<file path="src/rtl/machine_mode_types_1_11.sv">
// Shared machine-mode types for the priv 1.11 CSR block: trap sequencer states,
// mstatus update opcodes and the fixed trap cause priority orders.
package machine_mode_types_1_11;

   typedef enum logic [2:0] {
      ST_IDLE,
      ST_SAVE,
      ST_STACK,
      ST_RESTORE,
      ST_REDIRECT
   } trap_state_t;

   typedef enum logic [1:0] {
      MSTATUS_NONE = 2'd0,
      MSTATUS_PUSH = 2'd1,
      MSTATUS_POP  = 2'd2
   } mstatus_op_t;

   // Highest priority first; exception codes 10 and 14 are reserved and never selected.
   localparam int EXC_PRIO_N = 14;
   localparam logic [3:0] EXC_PRIO [EXC_PRIO_N] = '{
      4'd3, 4'd12, 4'd1, 4'd2, 4'd0, 4'd8, 4'd9,
      4'd11, 4'd6, 4'd4, 4'd15, 4'd13, 4'd7, 4'd5
   };

   localparam int IRQ_PRIO_N = 9;
   localparam logic [3:0] IRQ_PRIO [IRQ_PRIO_N] = '{
      4'd11, 4'd3, 4'd7, 4'd9, 4'd1, 4'd5, 4'd8, 4'd0, 4'd4
   };

   // Machine, supervisor and user software/timer/external interrupt bits.
   localparam logic [31:0] IRQ_MASK = 32'h0000_0BBB;

   localparam logic [1:0] MTVEC_MODE_VECTORED = 2'b01;

endpackage

</file>
<file path="src/rtl/trap_priority_encoder.sv">
// Fixed-priority cause selection for exception and interrupt request vectors.
// Kept standalone so the supervisor delegation logic can share it.
module trap_priority_encoder
   import machine_mode_types_1_11::*;
#(
   parameter int EXC_W = 16
) (
   input  logic [EXC_W-1:0] i_exc_vec,
   input  logic [11:0]      i_irq_vec,
   output logic             o_exc_valid,
   output logic [3:0]       o_exc_cause,
   output logic             o_irq_valid,
   output logic [3:0]       o_irq_cause
);

   logic w_unused;

   assign w_unused = ^{i_irq_vec[2], i_irq_vec[6], i_irq_vec[10]};

   // Scan lowest priority first so the highest-priority hit is the last write.
   // NOTE: every always_comb output gets a default before the loop, so no latch is inferred.
   always_comb begin
      o_exc_valid = 1'b0;
      o_exc_cause = '0;
      for (int i = EXC_PRIO_N - 1; i >= 0; i--) begin
         if ((int'(EXC_PRIO[i]) < EXC_W) && i_exc_vec[EXC_PRIO[i]]) begin
            o_exc_valid = 1'b1;
            o_exc_cause = EXC_PRIO[i];
         end
      end
   end

   always_comb begin
      o_irq_valid = 1'b0;
      o_irq_cause = '0;
      for (int i = IRQ_PRIO_N - 1; i >= 0; i--) begin
         if (i_irq_vec[IRQ_PRIO[i]]) begin
            o_irq_valid = 1'b1;
            o_irq_cause = IRQ_PRIO[i];
         end
      end
   end

endmodule

</file>
<file path="src/rtl/priv_1_11_trap_sequencer.sv">
// Machine-mode trap sequencer: accepts one exception, MRET or interrupt, writes
// mepc/mcause/mtval, updates mstatus, then hands a redirect PC to fetch.
module priv_1_11_trap_sequencer
   import machine_mode_types_1_11::*;
#(
   parameter bit VECTORED_EN = 1'b1,
   parameter int EXC_W       = 16
) (
   input  logic             CLK,
   input  logic             nRST,
   input  logic [EXC_W-1:0] exc_req,
   input  logic [31:0]      exc_pc,
   input  logic [31:0]      exc_tval,
   input  logic             mret_req,
   input  logic [31:0]      mip,
   input  logic [31:0]      mie,
   input  logic             mstatus_mie,
   input  logic [31:0]      mtvec,
   input  logic [31:0]      mepc,
   output logic             trap_busy,
   output logic             pipe_flush,
   output logic             mepc_we,
   output logic             mcause_we,
   output logic             mtval_we,
   output logic [31:0]      mepc_wdata,
   output logic [31:0]      mcause_wdata,
   output logic [31:0]      mtval_wdata,
   output logic [1:0]       mstatus_op,
   output logic             redirect_valid,
   output logic [31:0]      redirect_pc,
   input  logic             redirect_ack
);

   trap_state_t r_state;
   logic        r_intr;
   logic [3:0]  r_cause;
   logic [31:2] r_pc;
   logic [31:0] r_tval;
   logic [31:0] r_redirect_pc;

   logic        w_exc_valid;
   logic [3:0]  w_exc_cause;
   logic        w_irq_valid;
   logic [3:0]  w_irq_cause;
   logic [11:0] w_irq_pend;
   logic        w_take_irq;
   logic [31:0] w_trap_base;
   logic [31:0] w_trap_target;
   mstatus_op_t w_mstatus_op;
   logic        w_unused;

   assign w_unused   = ^{mip[31:12], mie[31:12], exc_pc[1:0], mepc[1:0]};
   assign w_irq_pend = mip[11:0] & mie[11:0] & IRQ_MASK[11:0];
   assign w_take_irq = mstatus_mie & w_irq_valid;

   trap_priority_encoder #(
      .EXC_W (EXC_W)
   ) u_prio (
      .i_exc_vec   (exc_req),
      .i_irq_vec   (w_irq_pend),
      .o_exc_valid (w_exc_valid),
      .o_exc_cause (w_exc_cause),
      .o_irq_valid (w_irq_valid),
      .o_irq_cause (w_irq_cause)
   );

   // Vectored dispatch applies only to interrupts; exceptions always use the base.
   assign w_trap_base   = {mtvec[31:2], 2'b00};
   assign w_trap_target = (VECTORED_EN && (mtvec[1:0] == MTVEC_MODE_VECTORED) && r_intr)
                        ? w_trap_base + {26'd0, r_cause, 2'b00}
                        : w_trap_base;

   // NOTE: sequential state uses non-blocking assignments so all registers update together at the edge.
   always_ff @(posedge CLK or negedge nRST) begin
      if (!nRST) begin
         r_state       <= ST_IDLE;
         r_intr        <= 1'b0;
         r_cause       <= '0;
         r_pc          <= '0;
         r_tval        <= '0;
         r_redirect_pc <= '0;
      end else begin
         case (r_state)
            ST_IDLE: begin
               if (w_exc_valid) begin
                  r_state <= ST_SAVE;
                  r_intr  <= 1'b0;
                  r_cause <= w_exc_cause;
                  r_pc    <= exc_pc[31:2];
                  r_tval  <= exc_tval;
               end else if (mret_req) begin
                  r_state <= ST_RESTORE;
               end else if (w_take_irq) begin
                  r_state <= ST_SAVE;
                  r_intr  <= 1'b1;
                  r_cause <= w_irq_cause;
                  r_pc    <= exc_pc[31:2];
                  r_tval  <= '0;
               end
            end
            ST_SAVE: r_state <= ST_STACK;
            ST_STACK: begin
               r_redirect_pc <= w_trap_target;
               r_state       <= ST_REDIRECT;
            end
            ST_RESTORE: begin
               r_redirect_pc <= {mepc[31:2], 2'b00};
               r_state       <= ST_REDIRECT;
            end
            ST_REDIRECT: begin
               if (redirect_ack) r_state <= ST_IDLE;
            end
            default: r_state <= ST_IDLE;
         endcase
      end
   end

   always_comb begin
      w_mstatus_op = MSTATUS_NONE;
      case (r_state)
         ST_STACK:   w_mstatus_op = MSTATUS_PUSH;
         ST_RESTORE: w_mstatus_op = MSTATUS_POP;
         default:    w_mstatus_op = MSTATUS_NONE;
      endcase
   end

   // Flush is the only input-dependent output: it marks the acceptance cycle itself.
   assign pipe_flush     = nRST && (r_state == ST_IDLE) && (w_exc_valid || mret_req || w_take_irq);
   assign trap_busy      = (r_state != ST_IDLE);
   assign mepc_we        = (r_state == ST_SAVE);
   assign mcause_we      = (r_state == ST_SAVE);
   assign mtval_we       = (r_state == ST_SAVE);
   assign mstatus_op     = w_mstatus_op;
   assign redirect_valid = (r_state == ST_REDIRECT);
   assign redirect_pc    = r_redirect_pc;
   assign mepc_wdata     = {r_pc, 2'b00};
   assign mcause_wdata   = {r_intr, 27'd0, r_cause};
   assign mtval_wdata    = r_tval;

endmodule
</file>
<file path="config.mk">
export PLATFORM = sky130hd
export DESIGN_NAME = priv_1_11_trap_sequencer
export DESIGN_NICKNAME = d
export VERILOG_FILES = /design/src/rtl/machine_mode_types_1_11.sv /design/src/rtl/trap_priority_encoder.sv /design/src/rtl/priv_1_11_trap_sequencer.sv
export SDC_FILE = /design/constraint.sdc
export NUM_CORES = 1
export LEC_CHECK = 0
export ABC_CLOCK_PERIOD_IN_PS = 6100
export CAP_MARGIN = 20
export CORE_AREA = 2 2 137 139
export CTS_CLUSTER_DIAMETER = 60
export DETAILED_ROUTE_END_ITERATION = 12
export DIE_AREA = 0 0 139 141
export PLACE_DENSITY_LB_ADDON = 0.08
export SETUP_SLACK_MARGIN = 0.4
export SKIP_CTS_REPAIR_TIMING = 1
export SLEW_MARGIN = 40
export SYNTH_ARGS = -nofsm -noshare
export SYNTH_HDL_FRONTEND = slang
export SYNTH_HIERARCHICAL = 1
export SYNTH_SLANG_ARGS = --single-unit
</file>
<file path="constraint.sdc">
create_clock -name CLK -period 6.1 [get_ports CLK]
set_input_delay 1.22 -clock CLK [delete_from_list [all_inputs] [get_ports CLK]]
set_output_delay 1.22 -clock CLK [all_outputs]
set_load 0.02 [all_outputs]
</file>
==> results.txt <==
* Run status: finished, final reports clean
* Largest area contributor in the netlist: dfrtp_1
- Crit Reg-Reg Startpoint: r_state[0]
* Cell area after technology mapping: 0.00518 sq mm
- Flop-to-flop setup slack: 3.64 ns
* Final setup skew: 0.00924 ns
- Combinational logic is responsible for 54.8% of the overall power.
- For this run, the leading register cell type out of synthesis is dfrtp_1.
- Cell at the slowest stage of the critical path: clkdlybuf4s50_1
* Global-route wire length before repair: 26000 um
- Maximum level of the CTS H-tree: 3
- Final net count: 963
* Kind of path behind the tightest hold check: reg -> reg
- Routed len/inst: 16.8 um
- The floorplan step set the die width to 139 um.
* Sequential cell area fraction in the yosys report: 48.3%
- Pins over their slew limit: 0
- Clock-pin slew was measured on the worst setup and hold paths at 0.08 ns.
- In this run the worst path has a maximum fanout of 3.
* Avg Vias per Cell: 4.73
- Once detail routing completed, the nets flagged for antenna violations numbered 0.
- Critical Path RT: 4.88 ns
- Max Buffers Root-to-Sink: 2
- STA puts the critical path data arrival time at 3.93 ns.
- RSZ-0062 raised after global routing: false
* Number of cells after detailed placement: 968
- Layout-stage area growth over the synthesis result: 59.6%
- In this run, CTS created clock tree buffers numbering 9.
* Pin count of the biggest net entering global routing: 60
- Insertion delay of the later-clocked pin in the worst-skew pair: 0.35 ns
- Setup CP Type: in -> out
- In this run the static leakage power is 0.00338 uW.
- Capture instance of the worst register-to-register path: redirect_pc[31]
* Y dimension of the die: 141 um
* Launch point of the worst hold path: mtval_wdata[30]
* Worst slew margin relative to its limit: 52.2%
- The number of antenna diodes in the final layout is 0.
- Among cell families on the critical path, the largest total delay comes from simple AND/OR/NAND/NOR gates.
- Synthesized instance count: 492
- For the worst flop-to-flop path, the logic depth is 6.
* Hold Path End: mtval_wdata[30]
- STA classifies the critical path startpoint as an input pin.
* Clock sinks: 100
* Io pins: 349
- VDD IR max: 0.278 mV
* Total of warnings raised by yosys: 6
* GRT Overall Usage: 16.8%
- Fillers: 1753
- In this run the core area contains 50 standard-cell rows.
* Hold slack final: 0.476 ns
* Fin Setup TNS: 0 ns
- In this run the biggest area consumer among cell types represents 48.3% of the synthesized area.
- Iter 0 DRT Violations: 222
* Fmax achieved: 194 MHz
* Gr ovfl total: 0
* Die Area: 0.0196 sq mm
- The detailed router placed 4658 vias in this run.
- Detailed-routing iteration count for the pre-antenna-repair pass: 4
* Sw frac: 40.2%
* Instance count along the most critical hold path: 2
- Number of endpoints failing setup at the final stage: 0
* Overall Power: 3900 uW
* Maximum capacitance violations: 0
* Mapped Avg Cell Area: 10.5 sq um
* Core area: 0.0183 sq mm
* Input/output buffers: 265
* Int Pwr: 2330 uW
- Wires add up to 16600 um.
- Commonest cells post-synth: dfrtp_1 (100), o21ai_0 (39), buf_4 (35)
- Detailed placement finished with a half-perimeter wire length of 12600 um.
* Cell-by-cell trace of the critical path: clkdlybuf4s50_1 -> and2_1 -> or3_4 -> or4_4 -> or4_1 -> nand2_1 -> a21oi_1 -> and2_1 -> clkdlybuf4s50_1
* Synth cell types: 54
- The routed design could run at a clock period as short as 5.15 ns.
- Placer congestion estimate: 0.754
* CTS tree: built
- In this run the clock root is driven by a clkbuf_16.
- In this run, synthesis produced a sequential element count of 100.
- Top cells by area, synth: dfrtp_1 (48%), mux2_2 (6.5%), buf_4 (5.1%), a22o_1 (4.9%), o21ai_0 (3.8%)
- Non-filler instance count after layout: 984
- For this run, the slowest stage of the critical path takes 0.56 ns.
- Final hold violation count: 0
- The worst path uses 84.4% of the clock period.
- Worst-margin pin slew: 0.716 ns
- Starting density of the core: 28.4%
- Via count of the first global-routing pass: 4814
- Per report_power, the clock group accounts for 14.7% of the total.
* Share of flip-flops with an asynchronous set or reset: 100%
- Count of buffering cells on the critical path with inverters included: 2
- Critical path endpoint category: output pin
- Yosys instantiated no cell more often than dfrtp_1.
* Initial antenna violation count: 0
- Fraction of final layout cells with drive strength greater than 1: 9.07%
* EDFF count, synth: 0
- In this run, flip-flops and latches consume 30.5% of the power.
- Areal power density over the cells: 471 mW/mm^2
* Net switching power: 1570 uW
- DRC viols: 0
[flip-flops by register name (all words and copies together), names as in the netlist]
signal,count
r_state,3
r_intr,1
r_pc,30
r_cause,4
mtval_wdata,32
redirect_pc,30
[worst max path at each step]
stage           start         end  slack, ns  depth (start not counted)
2_1_floorplan  mip[3]  pipe_flush       1.95                          7
3_3_place_gp   mip[3]  pipe_flush       0.95                          9
3_5_place_dp   mip[3]  pipe_flush       0.94                          9
4_1_cts        mip[3]  pipe_flush       0.93                          9
5_1_grt        mip[3]  pipe_flush       0.82                          9
6_report       mip[3]  pipe_flush       0.95                          9
[worst min-delay path: stages (launching register included)]
cell,delay [ns]
dfrtp_1,0.35
nand2_1,0.05
nand2_1,0.04
[layer usage]
layer,vias to the layer above,global-route usage (%),share of wire (%),wire (um)
met5,-,0,0,0
met1,2218,20.7,42,6990
li1,2234,-,-,-
met4,0,4.78,0.96,159
met2,195,27.5,48,7890
met3,11,6.25,9.1,1510
[power by group through the flow]
stage	logic [uW]	clock network, uW	registers [uW]
final	2140	571	1190
after global routing	2290	623	1240
after CTS	2170	596	1190
after detailed placement	2170	0	1190
after global placement	2140	0	1190
after floorplan	769	0	1560
[through the flow]
stage	area, sq um	worst slack [ns]	util [%]
after floorplan	5300	1.95	-
after global placement	7950	0.951	43.5
after detailed placement	7980	0.939	43.7
after CTS	8270	0.926	45.3
after global routing	8270	0.817	45.3
final	8270	0.951	45.3
[cell usage in the layout (no fill, tap or decap), types with 6 or more instances in the layout]
cell type,n
xnor2_1,16
inv_1,11
conb_1,31
a21oi_1,12
clkbuf_16,9
nand4_1,8
a22oi_1,20
nand2_1,32
and2_1,13
o21ai_0,39
nand3_1,14
nor3_1,10
nor2_1,11
clkdlybuf4s50_1,264
xor2_1,7
mux2i_1,7
a22o_1,29
nor4_1,9
mux2_2,30
buf_4,6
dfrtp_1,100
[area by class of cell]
class	instances	area (sq um)	area share (%)
multi-input combinational	351	2410	29.2
tap	234	293	3.54
sequential	100	2500	30.3
timing repair buffer	272	2740	33.1
inverter	11	41.3	0.499
clock inverter	7	62.6	0.756
clock buffer	9	225	2.72
[cells by family (layout without fill, tap and decap cells)]
family / count (synthesis) / count (layout) / share of synthesized area, %
AOI/OAI and AO/OA: 124 / 124 / 16.3
xor gates and xnor gates: 23 / 23 / 3.89
adders and majority gates: 5 / 5 / 1.35
buffers and inverters: 71 / 299 / 7.89
DFF: 100 / 100 / 48.3
muxes: 37 / 37 / 7.87
other: 1 / 31 / 0.0724
and+or+nand+nor: 131 / 131 / 14.3
No activity file was read; power rests on OpenSTA's default activity.
